<file path="config.mk">
export PLATFORM = sky130hd
export DESIGN_NAME = udptxarb
export DESIGN_NICKNAME = d
export VERILOG_FILES = /design/src/rtl/udptxarb_pkg.sv /design/src/rtl/udptxarb_rrpick.sv /design/src/rtl/udptxarb.sv
export SDC_FILE = /design/constraint.sdc
export NUM_CORES = 1
export LEC_CHECK = 0
export ABC_AREA = 1
export ABC_CLOCK_PERIOD_IN_PS = 1900
export BUFFER_PORTS_ARGS = -buffer_cell sky130_fd_sc_hd__buf_2
export CAP_MARGIN = 20
export CELL_PAD_IN_SITES_DETAIL_PLACEMENT = 0
export CELL_PAD_IN_SITES_GLOBAL_PLACEMENT = 1
export CORE_UTILIZATION = 32
export DETAILED_ROUTE_END_ITERATION = 12
export PLACE_DENSITY = 0.75
export SYNTH_ARGS = -nofsm -noshare
export SYNTH_HDL_FRONTEND = slang
export SYNTH_SLANG_ARGS = --single-unit
</file>
<file path="constraint.sdc">
create_clock -name clk_i -period 1.9 [get_ports clk_i]
set_clock_uncertainty 0.15 [all_clocks]
set_input_delay 0.285 -clock clk_i [delete_from_list [all_inputs] [get_ports clk_i]]
set_output_delay 0.285 -clock clk_i [all_outputs]
set_load 0.005 [all_outputs]
</file>
<file path="src/rtl/udptxarb_pkg.sv">
// rtl/udptxarb_pkg.sv - shared types and helpers for the UDP tx arbiter
package udptxarb_pkg;

  localparam int LENW = 16;

  typedef enum logic [4:0] {
    IDLE  = 5'b00001,
    CHECK = 5'b00010,
    START = 5'b00100,
    XFER  = 5'b01000,
    GAP   = 5'b10000
  } state_e;

  function automatic int clog2(input int n);
    int r;
    r = 1;
    while ((1 << r) < n) r++;
    return r;
  endfunction

endpackage

</file>
<file path="src/rtl/udptxarb_rrpick.sv">
// rtl/udptxarb_rrpick.sv - combinational round-robin picker
// Picks the first set request searching upward from ptr+1 with wraparound.
module rrpick
  import udptxarb_pkg::*;
#(
  parameter int NREQ = 4,
  parameter int IDXW = clog2(NREQ)
) (
  input  logic [NREQ-1:0] req_i,
  input  logic [IDXW-1:0] ptr_i,
  output logic            valid_o,
  output logic [IDXW-1:0] idx_o
);

  localparam int EXTW = 1 << IDXW;

  logic [EXTW-1:0] req_ext;
  int              j;

  always_comb begin
    req_ext              = '0;
    req_ext[NREQ-1:0]    = req_i;
    valid_o              = 1'b0;
    idx_o                = '0;
    j                    = 0;
    // Walk offsets from farthest to nearest so the nearest hit wins.
    for (int k = NREQ; k >= 1; k--) begin
      j = (int'(ptr_i) + k) % NREQ;
      if (req_ext[IDXW'(j)]) begin
        valid_o = 1'b1;
        idx_o   = IDXW'(j);
      end
    end
  end

endmodule

</file>
<file path="src/rtl/udptxarb.sv">
// rtl/udptxarb.sv - round-robin arbiter for the shared UDP transmit path
// One packet per grant, inter-packet gap, and a dv timeout so no handler can hold the link.
module udptxarb
  import udptxarb_pkg::*;
#(
  parameter int NREQ    = 4,
  parameter int MAXLEN  = 1472,
  parameter int IFG     = 12,
  parameter int TIMEOUT = 255
) (
  input  logic                 clk_i,
  input  logic                 reset_i,
  input  logic [NREQ-1:0]      req_i,
  input  logic [LENW*NREQ-1:0] len_i,
  input  logic [NREQ-1:0]      dv_i,
  input  logic [8*NREQ-1:0]    data_i,
  output logic [NREQ-1:0]      grant_o,
  output logic [NREQ-1:0]      done_o,
  output logic [NREQ-1:0]      abort_o,
  output logic                 tx_req_o,
  output logic [LENW-1:0]      tx_len_o,
  input  logic                 tx_ack_i,
  output logic                 tx_dv_o,
  output logic [7:0]           tx_data_o,
  output logic                 tx_last_o,
  output logic [15:0]          droperr_o
);

  localparam int IDXW = clog2(NREQ);
  localparam int GAPW = clog2(IFG + 1);
  localparam int TOW  = clog2(TIMEOUT + 1);

  state_e          state_q, state_d;
  logic [IDXW-1:0] idx_q, idx_d;
  logic [IDXW-1:0] ptr_q, ptr_d;
  logic [LENW-1:0] len_q, len_d;
  logic [LENW-1:0] cnt_q, cnt_d;
  logic [GAPW-1:0] gap_q, gap_d;
  logic [TOW-1:0]  to_q, to_d;
  logic            done_q, done_d;
  logic            abort_q, abort_d;
  logic [15:0]     droperr_q;
  logic            drop_inc;

  logic            pick_v;
  logic [IDXW-1:0] pick_idx;
  logic            lane_dv;
  logic [7:0]      lane_data;

  rrpick #(
    .NREQ (NREQ),
    .IDXW (IDXW)
  ) u_pick (
    .req_i   (req_i),
    .ptr_i   (ptr_q),
    .valid_o (pick_v),
    .idx_o   (pick_idx)
  );

  assign lane_dv   = dv_i[idx_q];
  assign lane_data = data_i[{idx_q, 3'b000} +: 8];
  assign droperr_o = droperr_q;

  always_ff @(posedge clk_i) begin
    if (reset_i) begin
      state_q   <= IDLE;
      idx_q     <= '0;
      ptr_q     <= IDXW'(NREQ - 1);
      len_q     <= '0;
      cnt_q     <= '0;
      gap_q     <= '0;
      to_q      <= '0;
      done_q    <= 1'b0;
      abort_q   <= 1'b0;
      droperr_q <= '0;
    end else begin
      state_q <= state_d;
      idx_q   <= idx_d;
      ptr_q   <= ptr_d;
      len_q   <= len_d;
      cnt_q   <= cnt_d;
      gap_q   <= gap_d;
      to_q    <= to_d;
      done_q  <= done_d;
      abort_q <= abort_d;
      if (drop_inc && droperr_q != 16'hffff) droperr_q <= droperr_q + 16'd1;
    end
  end

  always_comb begin
    state_d   = state_q;
    idx_d     = idx_q;
    ptr_d     = ptr_q;
    len_d     = len_q;
    cnt_d     = cnt_q;
    gap_d     = gap_q;
    to_d      = to_q;
    done_d    = 1'b0;
    abort_d   = 1'b0;
    drop_inc  = 1'b0;
    grant_o   = '0;
    done_o    = '0;
    abort_o   = '0;
    tx_req_o  = 1'b0;
    tx_len_o  = '0;
    tx_dv_o   = 1'b0;
    tx_data_o = '0;
    tx_last_o = 1'b0;

    // End-of-transfer and timeout pulses land in the first GAP cycle.
    if (done_q)  done_o[idx_q]  = 1'b1;
    if (abort_q) abort_o[idx_q] = 1'b1;

    unique case (state_q)
      IDLE: begin
        if (pick_v) begin
          idx_d   = pick_idx;
          ptr_d   = pick_idx;
          len_d   = len_i[{pick_idx, 4'b0000} +: LENW];
          state_d = CHECK;
        end
      end
      CHECK: begin
        if (len_q == '0) begin
          done_o[idx_q] = 1'b1;
          gap_d         = '0;
          state_d       = GAP;
        end else if (len_q > LENW'(MAXLEN)) begin
          abort_o[idx_q] = 1'b1;
          drop_inc       = 1'b1;
          gap_d          = '0;
          state_d        = GAP;
        end else begin
          state_d = START;
        end
      end
      START: begin
        tx_req_o = 1'b1;
        tx_len_o = len_q;
        if (tx_ack_i) begin
          cnt_d   = len_q;
          to_d    = '0;
          state_d = XFER;
        end
      end
      XFER: begin
        grant_o[idx_q] = 1'b1;
        tx_len_o       = len_q;
        if (lane_dv) begin
          tx_dv_o   = 1'b1;
          tx_data_o = lane_data;
          to_d      = '0;
          cnt_d     = cnt_q - LENW'(1);
          if (cnt_q == LENW'(1)) begin
            tx_last_o = 1'b1;
            done_d    = 1'b1;
            gap_d     = '0;
            state_d   = GAP;
          end
        end else if (to_q == TOW'(TIMEOUT - 1)) begin
          abort_d  = 1'b1;
          drop_inc = 1'b1;
          gap_d    = '0;
          state_d  = GAP;
        end else begin
          to_d = to_q + TOW'(1);
        end
      end
      GAP: begin
        if (gap_q == GAPW'(IFG - 1)) state_d = IDLE;
        else                         gap_d   = gap_q + GAPW'(1);
      end
      default: state_d = IDLE;
    endcase
  end

endmodule
</file>
==> impl_metrics.yaml, run 1 <==
placed_design:
  port_buffers: 161
  routabilityCongestion: 0.8775
  place_ws_ns: -0.00002143
  dp_cells: 1305
  dp_hpwl_um: 12660
synth:
  yosysWarnings: 0
  avgSynthCellArea_um2: 6.130
  netlist_area_um2: 5339
  ys_types: 44
  syn_nets: 984
  synth_ff_type: "dfxtp_1"
  synthCells: 871
  synth-seq-cells: 71
  ys_seq_area_frac: 0.2662
  ys_async_sr_fraction: 0
  synth_edf_count: 0
run:
  maxCapViolCount: 0
power_and_ir_drop:
  pwr-share-comb: 0.618
  power_uw: 10150
  powerDensity_nw_per_um2: 1165
  p_sw_frac: 0.4419
  vdd_drop_max_uv: 626.4
  p_sw_uw: 4486
  leakagePower_uw: 0.004369
  p_int_uw: 5666
  seqPwrFrac: 0.186
  p_clk_frac: 0.196
floorplanning:
  core_area_um2: 16060
  die_h_um: 131.2
  start_util: 0.3325
  fp-row-count: 46
  die_w_um: 131.2
  die_area_um2: 17200
  io_pins: 162
layout:
  syn_to_final_growth_pct: 63.25
  n_antenna_cell: 0
  fillers: 1554
  final_nets: 1253
  drive_above_1_share: 0.5031
  fin_cells: 1361
critical_path:
  crit_family: "simple AND/OR/NAND/NOR gates"
  slowest_stage: "dfxtp_4"
  cp.required_ns: 1.46
  crit_path_max_incr_delay_ns: 0.36
  path_max_fanout: 4
  path_buf_inv: 4
  cp_data_arrival_time_ns: 1.72
  start_kind: "flip-flop"
  endpoint_kind: "output pin"
  path_class: "flip-flop to output pin"
  path_cells: "buf_6, nor2_4, nand2_4, nand2_4, nor2_8, nor2_4, inv_4, buf_6, a31oi_1, buf_2"
drt:
  vias: 6479
  drt_iter0_drc: 400
  avgRoutedWirePerCell_um: 13.58
  finalWirelength_um: 18480
  dr.pass1.iters: 5
  drc_errors: 0
  avgViaCountPerCell: 4.760
  ant_nets: 0
cts:
  clock_path_buffers: 2
  insertion_delay_ns: 0.34
  cts_tree: "built"
  clk_root_buffer_cell: "clkbuf_16"
  clock_sink_count: 71
  cts_made_buffers: 9
  ctsHoldBuffers: 0
  path_clk_slew_ns: 0.06
  htree_levels: 3
global_route:
  grt_pass1_wl_um: 27790
  grt_max_degree: 51
  antenna_found_initial: 0
  grt.total_usage: 0.1977
  overflow: 0
  grt_pass1_vias: 5811
timing:
  fin_ws_ns: -0.2511
  fin_crit_sh: 1.132
  hold_viol: 0
  worst_slew_pin_slew_ns: 0.6221
  setup_violations: 70
  fin_hold_ws_ns: 0.1556
  max_freq_mhz: 464.9
  max_slew_margin: 0.5848
  finalMaxSlewViolations: 0
  rsz0062_at_grt: "yes"
  finalCriticalPeriod_ns: 2.151
worst_hold_path:
  min_path_type: "input pin to flip-flop"
status:
  outcome: "complete, but fails checks"
  violations: "setup timing"
## logic make-up after synthesis
kind of cell,after synthesis,synth area share
AND/OR/NAND/NOR,455,0.4031
buffers and inverters,199,0.1558
AO/OA/AOI/OAI,123,0.1329
flip-flops,71,0.2662
XOR/XNOR,17,0.02789
adder cells (fa/ha/maj),6,0.01406
## power by group through the flow
stage / registers, uW / clock network, uW / logic, uW
after floorplan: 1860 / 0 / 2980
after global placement: 1870 / 0 / 4350
after detailed placement: 1870 / 0 / 4370
after CTS: 1850 / 2030 / 4600
after global routing: 1920 / 2090 / 6820
final: 1890 / 1990 / 6270
## sequential cells by signal, summed over array words and instances, names as in the netlist
register and flops:
abort_q 1, cnt_q 16, done_q 1, droperr_o 16, gap_q 4, idx_q 2
len_q 16, ptr_q 2, state_q 5, to_q 8
## metrics by stage
step / TNS [ns] / util / area [um2]
floorplan: 0 / - / 5339
global placement: 0 / 0.4328 / 6949
detailed placement: -0.00002143 / 0.4328 / 6949
CTS: -5.587 / 0.4717 / 7575
global route: -16.81 / 0.5428 / 8716
finish: -7.232 / 0.5428 / 8716
## layer usage
layer	track usage	routed length [um]	vias up
li1	-	-	3310
met2	0.3360	8921	172
met3	0.04398	904	19
met1	0.2526	8420	2978
met4	0.04510	232	0
met5	0	0	-
## worst register-to-register path: stages (launching register included)
cell and delay, ns:
dfxtp_2 0.32, nor2_1 0.09, nand4_1 0.20, nand2_1 0.19, nand2_2 0.08, buf_4 0.13
buf_4 0.12, nand2_2 0.09, o21ai_0 0.13, o21ai_0 0.19, nand2_1 0.10, nor2_1 0.11
## cell type report
class | count | area, um2 | share of cell area
flip-flops and latches | 71 | 1449 | 0.1662
clock buffers | 9 | 225.2 | 0.02584
multi-input cells | 601 | 3887 | 0.4460
repair buffers | 288 | 2077 | 0.2383
clock inverters | 7 | 120.1 | 0.01378
well taps | 216 | 270.3 | 0.03101
inverters | 169 | 686.9 | 0.07881
## synthesized netlist by cell type (10+ instances only)
master	n	share of area
nand2_1	180	0.13
inv_1	156	0.11
nand3_1	115	0.11
nor2_1	91	0.064
dfxtp_1	71	0.27
a21oi_1	49	0.046
o21ai_0	32	0.030
nand2_2	19	0.022
a31oi_1	12	0.014
clkbuf_1	12	0.0084
nand4_1	12	0.014
nor3_1	11	0.010
xor2_1	11	0.018
nand2_4	10	0.021
## cell usage in the layout (no fill, tap or decap), types with 4 or more instances in the layout
| master | instances |
|---|---|
| a21oi_1 | 36 |
| a21oi_2 | 22 |
| a22oi_1 | 8 |
| a31oi_1 | 12 |
| buf_12 | 5 |
| buf_2 | 156 |
| buf_4 | 83 |
| buf_6 | 34 |
| buf_8 | 6 |
| clkbuf_16 | 13 |
| dfxtp_1 | 53 |
| dfxtp_2 | 16 |
| ha_1 | 5 |
| inv_1 | 144 |
| inv_2 | 14 |
| inv_4 | 5 |
| nand2_1 | 113 |
| nand2_2 | 72 |
| nand2_4 | 20 |
| nand2_8 | 4 |
| nand3_1 | 67 |
| nand3_2 | 47 |
| nand4_1 | 12 |
| nor2_1 | 56 |
| nor2_2 | 22 |
| nor2_4 | 18 |
| nor3_1 | 9 |
| o21ai_0 | 16 |
| o21ai_1 | 10 |
| o21ai_2 | 11 |
| xnor2_1 | 6 |
| xor2_1 | 11 |
## final timing paths
kind                                      to  slack [ns]  depth (start not counted)      start
worst max register to register      gap_q[1]       -0.07                         11   len_q[4]
worst min-delay path              state_q[2]        0.16                          4   tx_ack_i
worst min register to register     cnt_q[15]        0.32                          2  cnt_q[15]
worst max-delay path            tx_data_o[2]       -0.25                         10   idx_q[1]
## timing repair
action                     CTS  global route
resized for setup           61           265
cloned                       2             4
buffers inserted            13            22
pin swaps                   16            84
setup endpoints to repair   49           103
No activity file was read; power rests on OpenSTA's default activity.
==> run 2, diff against run 1 <==
--- a/config.mk
+++ b/config.mk
@@ -7,13 +7,14 @@
 export LEC_CHECK = 0
 export ABC_AREA = 1
 export ABC_CLOCK_PERIOD_IN_PS = 1900
-export BUFFER_PORTS_ARGS = -buffer_cell sky130_fd_sc_hd__buf_2
 export CAP_MARGIN = 20
 export CELL_PAD_IN_SITES_DETAIL_PLACEMENT = 0
 export CELL_PAD_IN_SITES_GLOBAL_PLACEMENT = 1
-export CORE_UTILIZATION = 32
+export CORE_MARGIN = 2
+export CORE_UTILIZATION = 39
 export DETAILED_ROUTE_END_ITERATION = 12
-export PLACE_DENSITY = 0.75
+export DONT_BUFFER_PORTS = 1
+export PLACE_DENSITY = 0.73
 export SYNTH_ARGS = -nofsm -noshare
 export SYNTH_HDL_FRONTEND = slang
 export SYNTH_SLANG_ARGS = --single-unit
==> impl_metrics.yaml, run 2 (synthesized netlist as in run 1, its figures left out) <==
drt:
  dr.pass1.iters: 4
  drt_iter0_drc: 307
  drc_errors: 0
  vias: 6369
  ant_nets: 0
  avgRoutedWirePerCell_um: 17.20
  finalWirelength_um: 20430
  avgViaCountPerCell: 5.361
timing:
  max_freq_mhz: 470.4
  fin_ws_ns: -0.2257
  rsz0062_at_grt: "yes"
  hold_viol: 0
  fin_setup_tns_ns: -9.679
  max_slew_margin: 0.5363
  finalMaxSlewViolations: 0
  setup_violations: 85
  worst_slew_pin_slew_ns: 0.6947
  finalCriticalPeriod_ns: 2.126
  fin_crit_sh: 1.119
  fin_hold_ws_ns: 0.09923
cts:
  path_clk_slew_ns: 0.05
  clk_root_buffer_cell: "clkbuf_16"
  htree_levels: 3
  insertion_delay_ns: 0.35
  clock_path_buffers: 2
  clock_sink_count: 71
  cts_tree: "built"
  cts_made_buffers: 9
power_and_ir_drop:
  leakagePower_uw: 0.003982
  powerDensity_nw_per_um2: 1304
  vdd_drop_max_uv: 946.9
critical_path:
  r2r_cells: 13
  slowest_stage: "dfxtp_2"
  r2r_setup_slack_ns: -0.21
  cp.required_ns: 1.46
  cp_data_arrival_time_ns: 1.69
  path_max_fanout: 4
  start_kind: "flip-flop"
  crit_path_max_incr_delay_ns: 0.32
  endpoint_kind: "output pin"
  path_cells: "nor2_2, nand4_1, nor3_1, nand2_1, o21bai_1, inv_2, nor2_4"
  path_class: "flip-flop to output pin"
floorplanning:
  die_w_um: 121
  start_util: 0.4016
  die_area_um2: 14640
  fp-row-count: 42
  die_h_um: 121
  io_pins: 162
  core_area_um2: 13300
layout:
  fin_cells: 1188
  regArea_um2: 1454
  final_nets: 1121
  final_cell_mix: "144 x inv_1, 114 x nand2_1, 98 x buf_4"
  n_antenna_cell: 0
  syn_to_final_growth_pct: 64.99
  mostFrequentLayoutCell: "inv_1"
  drive_above_1_share: 0.4970
  multi_input_area_um2: 4558
  fillers: 1088
global_route:
  grt.total_usage: 0.2604
  antenna_found_initial: 0
  grt_pass1_vias: 6216
  overflow: 0
  grt_max_degree: 51
  grt_pass1_wl_um: 30290
placed_design:
  port_buffers: 0
  dp_hpwl_um: 12160
  dp_cells: 1090
  routabilityCongestion: 0.8465
worst_hold_path:
  min_path_type: "input pin to flip-flop"
  min_path_cells: 6
status:
  outcome: "complete, but fails checks"
  violations: "setup timing"
run:
  maxCapViolCount: 0
==> run 2: cell count changes in the layout (fill, tap and decap cells not counted), sizes merged <==
| cell | delta |
|---|---|
| bufinv | -3 |
| clkinv | +4 |
| inv | -3 |
| clkbuf | +1 |
| nand2 | +4 |
| buf | -136 |
==> run 2: layout make-up <==
cell class              instances  share of cell area
well taps                     176             0.02500
inverters                     169             0.08111
flip-flops and latches         71              0.1651
multi-input cells             605              0.5175
clock buffers                  12             0.03026
repair inverters                2            0.001989
clock inverters                 3            0.001989
repair buffers                150              0.1771
==> run 2: where the power goes <==
part	leakage, uW	total [uW]	switching (uW)	internal [uW]
sequential	0.000585	1930	192	1740
clock	0.000140	1640	657	979
combinational	0.00326	7920	4550	3370
total	0.00398	11500	5400	6080
==> run 2: worst max-delay path, delay by kind of cell (launching register included) <==
kind	cells	cell delay, ns
flops	1	0.32
compound gates	1	0.20
buf+inv	1	0.13
simple gates	5	0.70
==> run 2: worst paths after layout <==
check | from | to
hold / removal | len_i[15] | len_q[15]
hold reg to reg | to_q[4] | to_q[4]
setup reg to reg | ptr_q[0] | len_q[9]
setup / recovery | len_q[1] | done_o[3]
==> run 2: per-layer routing <==
metal  routed length [um]  track usage
met1                 8658       0.3107
met4                  559       0.1134
met5                    0            0
met2                10260       0.4452
met3                  952      0.05968
==> run 2: through the flow <==
| step | utilization | setup WS [ns] | power [uW] | area, um2 |
|---|---|---|---|---|
| 2_1_floorplan | - | 0.04464 | 4840 | 5339 |
| 3_3_place_gp | 0.4485 | -0.1250 | 5835 | 5963 |
| 3_5_place_dp | 0.4485 | -0.1857 | 5912 | 5963 |
| 4_1_cts | 0.5700 | -0.2023 | 9450 | 7579 |
| 5_1_grt | 0.6625 | -0.3150 | 12120 | 8808 |
| 6_report | 0.6625 | -0.2257 | 11480 | 8808 |
==> run 2: what timing repair did <==
item                                    in CTS  in global routing
hold buffers                                 1                  0
endpoints found under the hold margin       56                  0
setup buffers                               52                 19
cloned                                      11                  4
pin swaps                                   70                110
resized for setup                          186                266
endpoints found under the setup margin      76                105
